### config.mk
export PLATFORM = sky130hd
export DESIGN_NAME = serial_adder
export DESIGN_NICKNAME = d
export VERILOG_FILES = /design/src/rtl/serial_adder_pkg.sv /design/src/rtl/serial_fa_cell.sv /design/src/rtl/serial_adder.sv
export SDC_FILE = /design/constraint.sdc
export NUM_CORES = 1
export LEC_CHECK = 0
export CAP_MARGIN = 20
export CORE_AREA = 5 5 42 44
export CTS_BUF_LIST = sky130_fd_sc_hd__clkbuf_8 sky130_fd_sc_hd__clkbuf_16
export DETAILED_ROUTE_END_ITERATION = 16
export DIE_AREA = 0 0 47 49
export PLACE_DENSITY_LB_ADDON = 0.15
export SLEW_MARGIN = 20
export SYNTH_ARGS = -nofsm -noshare
export SYNTH_HDL_FRONTEND = slang
export SYNTH_SLANG_ARGS = --single-unit
### constraint.sdc
create_clock -name clk -period 1.85 [get_ports clk]
set_clock_uncertainty 0.2 [all_clocks]
set_input_delay 0.185 -clock clk [delete_from_list [all_inputs] [get_ports clk]]
set_output_delay 0.185 -clock clk [all_outputs]
set_load 0.02 [all_outputs]
### src/rtl/serial_adder_pkg.sv
// Shared types and constants for the bit-serial adder.
package serial_adder_pkg;

  // Control states of the serial adder.
  typedef enum logic [1:0] {
    IDLE = 2'd0,
    RUN  = 2'd1,
    DONE = 2'd2
  } state_t;

  // Legal operand widths.
  localparam int W_MIN = 1;
  localparam int W_MAX = 32;

  // Bit counter width: enough to count 0..W-1, never narrower than one bit.
  function automatic int cnt_width(input int w);
    return (w > 1) ? $clog2(w) : 1;
  endfunction

endpackage

### src/rtl/serial_fa_cell.sv
// Combinational 1-bit full adder used as the serial adder's arithmetic cell.
module serial_fa_cell (
  input  logic i_a,
  input  logic i_b,
  input  logic i_c,
  output logic o_s,
  output logic o_co
);

  // Sum and majority carry.
  always_comb begin
    o_s  = i_a ^ i_b ^ i_c;
    o_co = (i_a & i_b) | (i_a & i_c) | (i_b & i_c);
  end

endmodule

### src/rtl/serial_adder.sv
// Bit-serial unsigned adder: W-bit operands in, (W+1)-bit sum out after W
// cycles, one bit per cycle LSB first through a single full-adder cell.
// Optional subtract mode is enabled by defining SERIAL_ADDER_SUB_EN.
module serial_adder
  import serial_adder_pkg::*;
#(
  parameter int W = 2
) (
  input  logic         clk,
  input  logic         rst_n,
  input  logic         in_valid,
  output logic         in_ready,
  input  logic [W-1:0] in_a,
  input  logic [W-1:0] in_b,
`ifdef SERIAL_ADDER_SUB_EN
  input  logic         in_sub,
`endif
  output logic         out_valid,
  input  logic         out_ready,
  output logic [W:0]   out_sum
);

  localparam int CW = cnt_width(W);

  generate
    if (W < W_MIN || W > W_MAX) begin : g_bad_width
      $error("serial_adder: W out of range 1..32");
    end
  endgenerate

  state_t          r_state;
  state_t          w_state_next;
  logic [W-1:0]    r_a_sr;
  logic [W-1:0]    r_b_sr;
  logic [W:0]      r_sum;
  logic            r_carry;
  logic [CW-1:0]   r_cnt;
  logic            r_sub;

  logic            w_accept;
  logic            w_last;
  logic            w_sub_in;
  logic            w_b_bit;
  logic            w_s;
  logic            w_co;
  logic [W-1:0]    w_res_next;

`ifdef SERIAL_ADDER_SUB_EN
  assign w_sub_in = in_sub;
`else
  assign w_sub_in = 1'b0;
`endif

  // Subtraction is A + ~B + 1: the B bit is inverted here, the +1 is the carry preset.
  assign w_b_bit = r_b_sr[0] ^ r_sub;
  assign w_last  = (r_cnt == CW'(W - 1));
  assign out_sum = r_sum;

  serial_fa_cell u_fa (
    .i_a  (r_a_sr[0]),
    .i_b  (w_b_bit),
    .i_c  (r_carry),
    .o_s  (w_s),
    .o_co (w_co)
  );

  // New sum bit enters at the top so that after W shifts bit 0 is the LSB.
  generate
    if (W == 1) begin : g_res_w1
      assign w_res_next = w_s;
    end else begin : g_res_wn
      assign w_res_next = {w_s, r_sum[W-1:1]};
    end
  endgenerate

  // State register.
  always_ff @(posedge clk or negedge rst_n) begin
    if (!rst_n) r_state <= IDLE;
    else        r_state <= w_state_next;
  end

  // Next-state and handshake outputs; in_ready depends on state only.
  always_comb begin
    w_state_next = r_state;
    in_ready     = 1'b0;
    out_valid    = 1'b0;
    w_accept     = 1'b0;
    case (r_state)
      IDLE: begin
        in_ready = 1'b1;
        if (in_valid) begin
          w_accept     = 1'b1;
          w_state_next = RUN;
        end
      end
      RUN: begin
        if (w_last) w_state_next = DONE;
      end
      DONE: begin
        out_valid = 1'b1;
        if (out_ready) w_state_next = IDLE;
      end
      default: w_state_next = IDLE;
    endcase
  end

  // Datapath: load on acceptance, then shift one bit per RUN cycle.
  always_ff @(posedge clk or negedge rst_n) begin
    if (!rst_n) begin
      r_a_sr  <= '0;
      r_b_sr  <= '0;
      r_sum   <= '0;
      r_carry <= 1'b0;
      r_cnt   <= '0;
      r_sub   <= 1'b0;
    end else if (w_accept) begin
      r_a_sr  <= in_a;
      r_b_sr  <= in_b;
      r_sum   <= '0;
      r_carry <= w_sub_in;
      r_cnt   <= '0;
      r_sub   <= w_sub_in;
    end else if (r_state == RUN) begin
      r_a_sr         <= r_a_sr >> 1;
      r_b_sr         <= r_b_sr >> 1;
      r_carry        <= w_co;
      r_cnt          <= r_cnt + CW'(1);
      r_sum[W-1:0]   <= w_res_next;
      // Final carry is the carry out for add; inverted it is the sign for subtract.
      if (w_last) r_sum[W] <= w_co ^ r_sub;
    end
  end

endmodule

After elaboration in Yosys (flattened, before gate mapping)
Cells that the tools add are included.
{"block": "totals", "register_bits": 11, "out_inout_bits": 5, "elab_cells": 44}
{"block": "op_classes", "add_sub_neg": 1, "eq_ne": 5, "mux": 19, "n_bitwise": 7, "reduce_logical": 5}
{"cell": "$mux W2", "n": 7}
{"cell": "$mux W1", "n": 9}
{"cell": "$mux W3", "n": 2}
{"cell": "$ne A2 B2 Y1 const B", "n": 3}
{"cell": "$pmux W2 S3", "n": 1}
{"cell": "$reduce_bool A2 Y1", "n": 2}
{"cell": "$and A1 B1 Y1", "n": 3}
{"cell": "$reduce_and A3 Y1", "n": 1}
{"cell": "$eq A2 B1 Y1 const B", "n": 1}
{"cell": "$eq A2 B2 Y1 const B", "n": 1}
{"cell": "$logic_not A2 Y1", "n": 1}
{"cell": "$or A1 B1 Y1", "n": 2}
{"cell": "$reduce_and A2 Y1", "n": 1}
{"cell": "$xor A1 B1 Y1", "n": 2}
{"cell": "$add A1 B1 Y1 const B", "n": 1}

Longest topological paths before layout
{"block": "logic_depth", "word_depth": 6, "depth_mapped": 4, "mapped_depth_nobuf": 3}

By module
From an unflattened synthesis, not the netlist that was laid out.
{"block": "unflattened", "cells_unflattened": 41, "hier_area_um2": 545.5}
{"module": "serial_adder", "n_inst": 1, "cells_each": 40, "area_per_inst_um2": 525.5}
{"module": "serial_fa_cell", "n_inst": 1, "cells_each": 1, "area_per_inst_um2": 20.0}

Worst setup path before layout
Ideal clock, no wire load.
{"block": "synth_timing", "kind": "flip-flop to flip-flop", "start": "reg r_carry", "end": "reg r_sum[1], in the netlist out_sum[1]", "setup_time_ps": 121, "arrival_ps": 1028, "path_slack_ps": 501, "stages_incl_launch_ff": 3, "path_buffers": 0, "path_cell_list": "dfrtp_1 -> fa_1 -> a22o_1"}
{"block": "synth_between", "elab_chain_len": 3}
{"item": "from (decl)", "line": "serial_adder.sv:36", "rtl": "logic r_carry;"}
{"item": "from (signal assigned)", "line": "serial_adder.sv:120", "rtl": "r_carry <= w_sub_in;"}
{"item": "from (signal assigned)", "line": "serial_adder.sv:126", "rtl": "r_carry <= w_co;"}
{"item": "$xor A1 B1 Y1", "line": "serial_fa_cell.sv:12", "rtl": "o_s = i_a ^ i_b ^ i_c;"}
{"item": "$mux W3", "line": "serial_adder.sv:123", "rtl": "end else if (r_state == RUN) begin"}
{"item": "$mux W3", "line": "serial_adder.sv:116", "rtl": "end else if (w_accept) begin"}
{"item": "to (signal, indexed assignment)", "line": "serial_adder.sv:128", "rtl": "r_sum[W-1:0] <= w_res_next;"}
{"item": "to (signal, indexed assignment)", "line": "serial_adder.sv:130", "rtl": "if (w_last) r_sum[W] <= w_co ^ r_sub;"}
{"item": "to (decl)", "line": "serial_adder.sv:35", "rtl": "logic [W:0] r_sum;"}
Every way passes these cells. The select of a mux whose other input is x is not followed.
A chain may end at the register's enable or synchronous reset.

Final worst setup path
{"block": "layout_timing", "start": "reg r_state[0]", "end": "out in_ready"}
{"block": "layout_between", "elab_chain_len": 2}
{"item": "from (decl)", "line": "serial_adder.sv:31", "rtl": "state_t r_state;"}
{"item": "from (signal assigned)", "line": "serial_adder.sv:79", "rtl": "else r_state <= w_state_next;"}
{"item": "$logic_not A2 Y1", "line": "serial_adder.sv:88", "rtl": "case (r_state)"}
{"item": "$mux W1", "line": "serial_adder.sv:88"}
{"item": "to (decl)", "line": "serial_adder.sv:12", "rtl": "output logic in_ready,"}
Every way passes these cells.

==> run metrics <==
run status=complete, no violations; Total Wirelength=1.057 mm; CP max stage cell=clkdlybuf4s50_1; Horiz. Die Dim=47 microns; worst slack, placed=0.2910 ns; delay-heaviest family, CP=buffers and inverters; relative slew slack=67.17%; Fillers=132; RSZ-0062 raised after global routing=no; endpoints failing setup=0; Core Region=1401 sq um; clk sink count=11; Die Y=49 microns; Comb pwr share=44.4%; total negative setup slack=0 ns; via count=406; share of layout cells above drive strength 1=12.70%; Hold Path Class=primary input to async pin; setup bufs post-CTS=0; NetSw=0.4092 mW; Final Max Slew Viols=0; clk_lat worst skew=0.23 ns; Power Density=1611 nW/um^2; required time of the worst setup path=1.46 ns; Final min period=1.720 ns; endpoint class of the critical path=output pin; final worst slack=0.1298 ns; initial antenna violation count=0; Pre-Repair DR Iteration Count=5; WP buf/inv=1; final net count=73; number of antenna diodes=0; CP startpoint kind=flip-flop; DRT iter0 DRCs=1; crit-path max cell delay=0.61 ns; Cells after Synth=47; Worst-Margin Slew=0.4909 ns; Synth area leaders=dfrtp_1, a22o_1, and4bb_1; Ys Warns=0; Clk Tree Root Cell=clkbuf_8; GP Congestion=0.6441; part of the cycle the worst path needs=92.98%; vias in the first global route=423; Internal Dissipation=0.7663 mW; LEAKAGE=0.3505 nW; Initial Utilization=38.93%; Clock Power Share=19.5%; reg2reg path depth=2; antenna viol nets, final=0; switching power share of the total=34.81%; CTS tree=done; via-per-instance ratio=5.139; H-tree Lvls=1; WL/cell=13.38 microns; max cap viols=0; critical path depth=2; crit-path max FO=3; GRT Overall Usage=10.50%; Post-Syn Area per Cell=11.61 sq um; clock buffer depth=2; Die ar.=2303 sq um; Synth Cell Area=545.5 sq um; Reg area=275.3 sq um; num rows=14; largest net degree at the start of global routing=12; top_reg_cell synth=dfrtp_1; most instantiated cells after synthesis=dfrtp_1, nand2_1, a22o_1, o21ai_0, a21oi_1; num ports=13; Worst-path clk slew=0.05 ns; Crit Path Category=flip-flop to output pin; final global-route overflow total=0; cell taking the most area after synthesis=dfrtp_1; DRC Markers=0; ys async rst share=100.0%; top-area cell type share of the netlist area=50.46%; most frequent cell after synthesis=dfrtp_1; Unique masters post-synth=19; Multi-input gate area=244.0 sq um; Seq/Total Area, Yosys=50.46%; Port Buffers=12; net count after synthesis=56; DPL Wire Length=793.8 microns; Max Fclk=581.3 MHz; worst path cell trace=nor2_1, clkdlybuf4s50_1; sequential power share=36.0%; Peak VDD IR=0.8382 mV; Area Growth Syn to Fin=33.72%; first-pass GRT wire length=1.800 mm; hold_buf cts=0; Yosys reg bits=11; Post-synth EDFFs=0; Inserted Clock Buffers=3; Worst EP arrival=1.34 ns; Final Hold Viols=0
==> power by group through the flow <==
stage	clock, mW	sequential, mW	combinational, mW
floorplan	0	0.444	0.332
global placement	0	0.427	0.521
detailed placement	0	0.428	0.525
CTS	0.235	0.424	0.529
global route	0.248	0.439	0.574
finish	0.230	0.424	0.522
==> worst paths after layout <==
| check | from | end | slack (ns) |
|---|---|---|---|
| max | r_state[0]$_DFFE_PN0P_ | in_ready | 0.13 |
| min | rst_n | r_a_sr[0]$_DFFE_PN0P_ | 0.08 |
| max reg2reg | r_b_sr[0]$_DFFE_PN0P_ | out_sum[1]$_DFFE_PN0P_ | 0.47 |
| min reg2reg | out_sum[0]$_DFFE_PN0P_ | out_sum[0]$_DFFE_PN0P_ | 0.30 |
| max in group asynchronous | rst_n | out_sum[2]$_DFFE_PN0P_ | 1.03 |
| min in group clk | in_b[1] | r_b_sr[1]$_DFFE_PN0P_ | 0.30 |
==> metal layers <==
metal | vias up | track usage (%) | share of wire [%]
li1 | 199 | - | -
met1 | 195 | 13.74 | 47
met2 | 10 | 15.16 | 46
met3 | 2 | 4.059 | 6.2
met4 | 0 | 4.147 | 0.47
met5 | - | 0 | 0
==> logic make-up after synthesis <==
logic type | count (synthesis) | share of synthesized area (%)
AO/OA/AOI/OAI | 15 | 20.41
AND/OR/NAND/NOR | 15 | 17.89
buffers and inverters | 4 | 4.817
adder cells (fa/ha/maj) | 1 | 3.670
multiplexers | 1 | 2.751
flip-flops | 11 | 50.46
==> final cells by class <==
type                            count  area share, %
Multi-Input combinational cell     32          33.45
Inverter                            2          1.029
Sequential cell                    11          37.74
Tap cell                           16          2.744
Clock buffer                        3          5.660
Timing Repair Buffer               14          18.87
Clock inverter                      1         0.5146
==> sequential cells by signal, indices dropped and copies added (netlist names) <==
register	flops
r_a_sr	2
out_sum	3
r_state	2
r_cnt	1
r_carry	1
r_b_sr	2
==> cell usage in the layout (no fill, tap or decap) <==
master / instances
nand2_1: 5
buf_4: 2
a22oi_1: 2
o21bai_4: 1
o21ai_0: 4
inv_1: 3
and2b_4: 1
dfrtp_1: 11
nor2_1: 2
clkdlybuf4s50_1: 11
nand2b_1: 2
nand4b_1: 1
and2b_1: 2
dlymetal6s2s_1: 1
mux2_4: 1
and4bb_1: 2
fa_1: 1
a21oi_1: 3
clkbuf_8: 3
a22o_1: 4
o211ai_1: 1
==> stage by stage <==
| step | hold WS, ns | utilization [%] | cells | total power, mW | area (sq um) |
|---|---|---|---|---|---|
| after global placement | 0.2904 | 48.66 | 75 | 0.9475 | 681.9 |
| after detailed placement | 0.2940 | 48.66 | 75 | 0.9526 | 681.9 |
| after CTS | 0.1034 | 51.88 | 79 | 1.188 | 726.9 |
| after floorplan | -0.3106 | - | 47 | 0.7760 | 545.5 |
| after global routing | 0.1248 | 52.05 | 79 | 1.261 | 729.5 |
| final | 0.08481 | 52.05 | 79 | 1.176 | 729.5 |
==> timing repair <==
| action | in CTS | in global routing |
|---|---|---|
| endpoints found under the hold margin | 0 | 0 |
| setup endpoints to repair | 0 | 1 |
| gates resized for setup | 0 | 1 |
(Power assumes the default switching activity.)
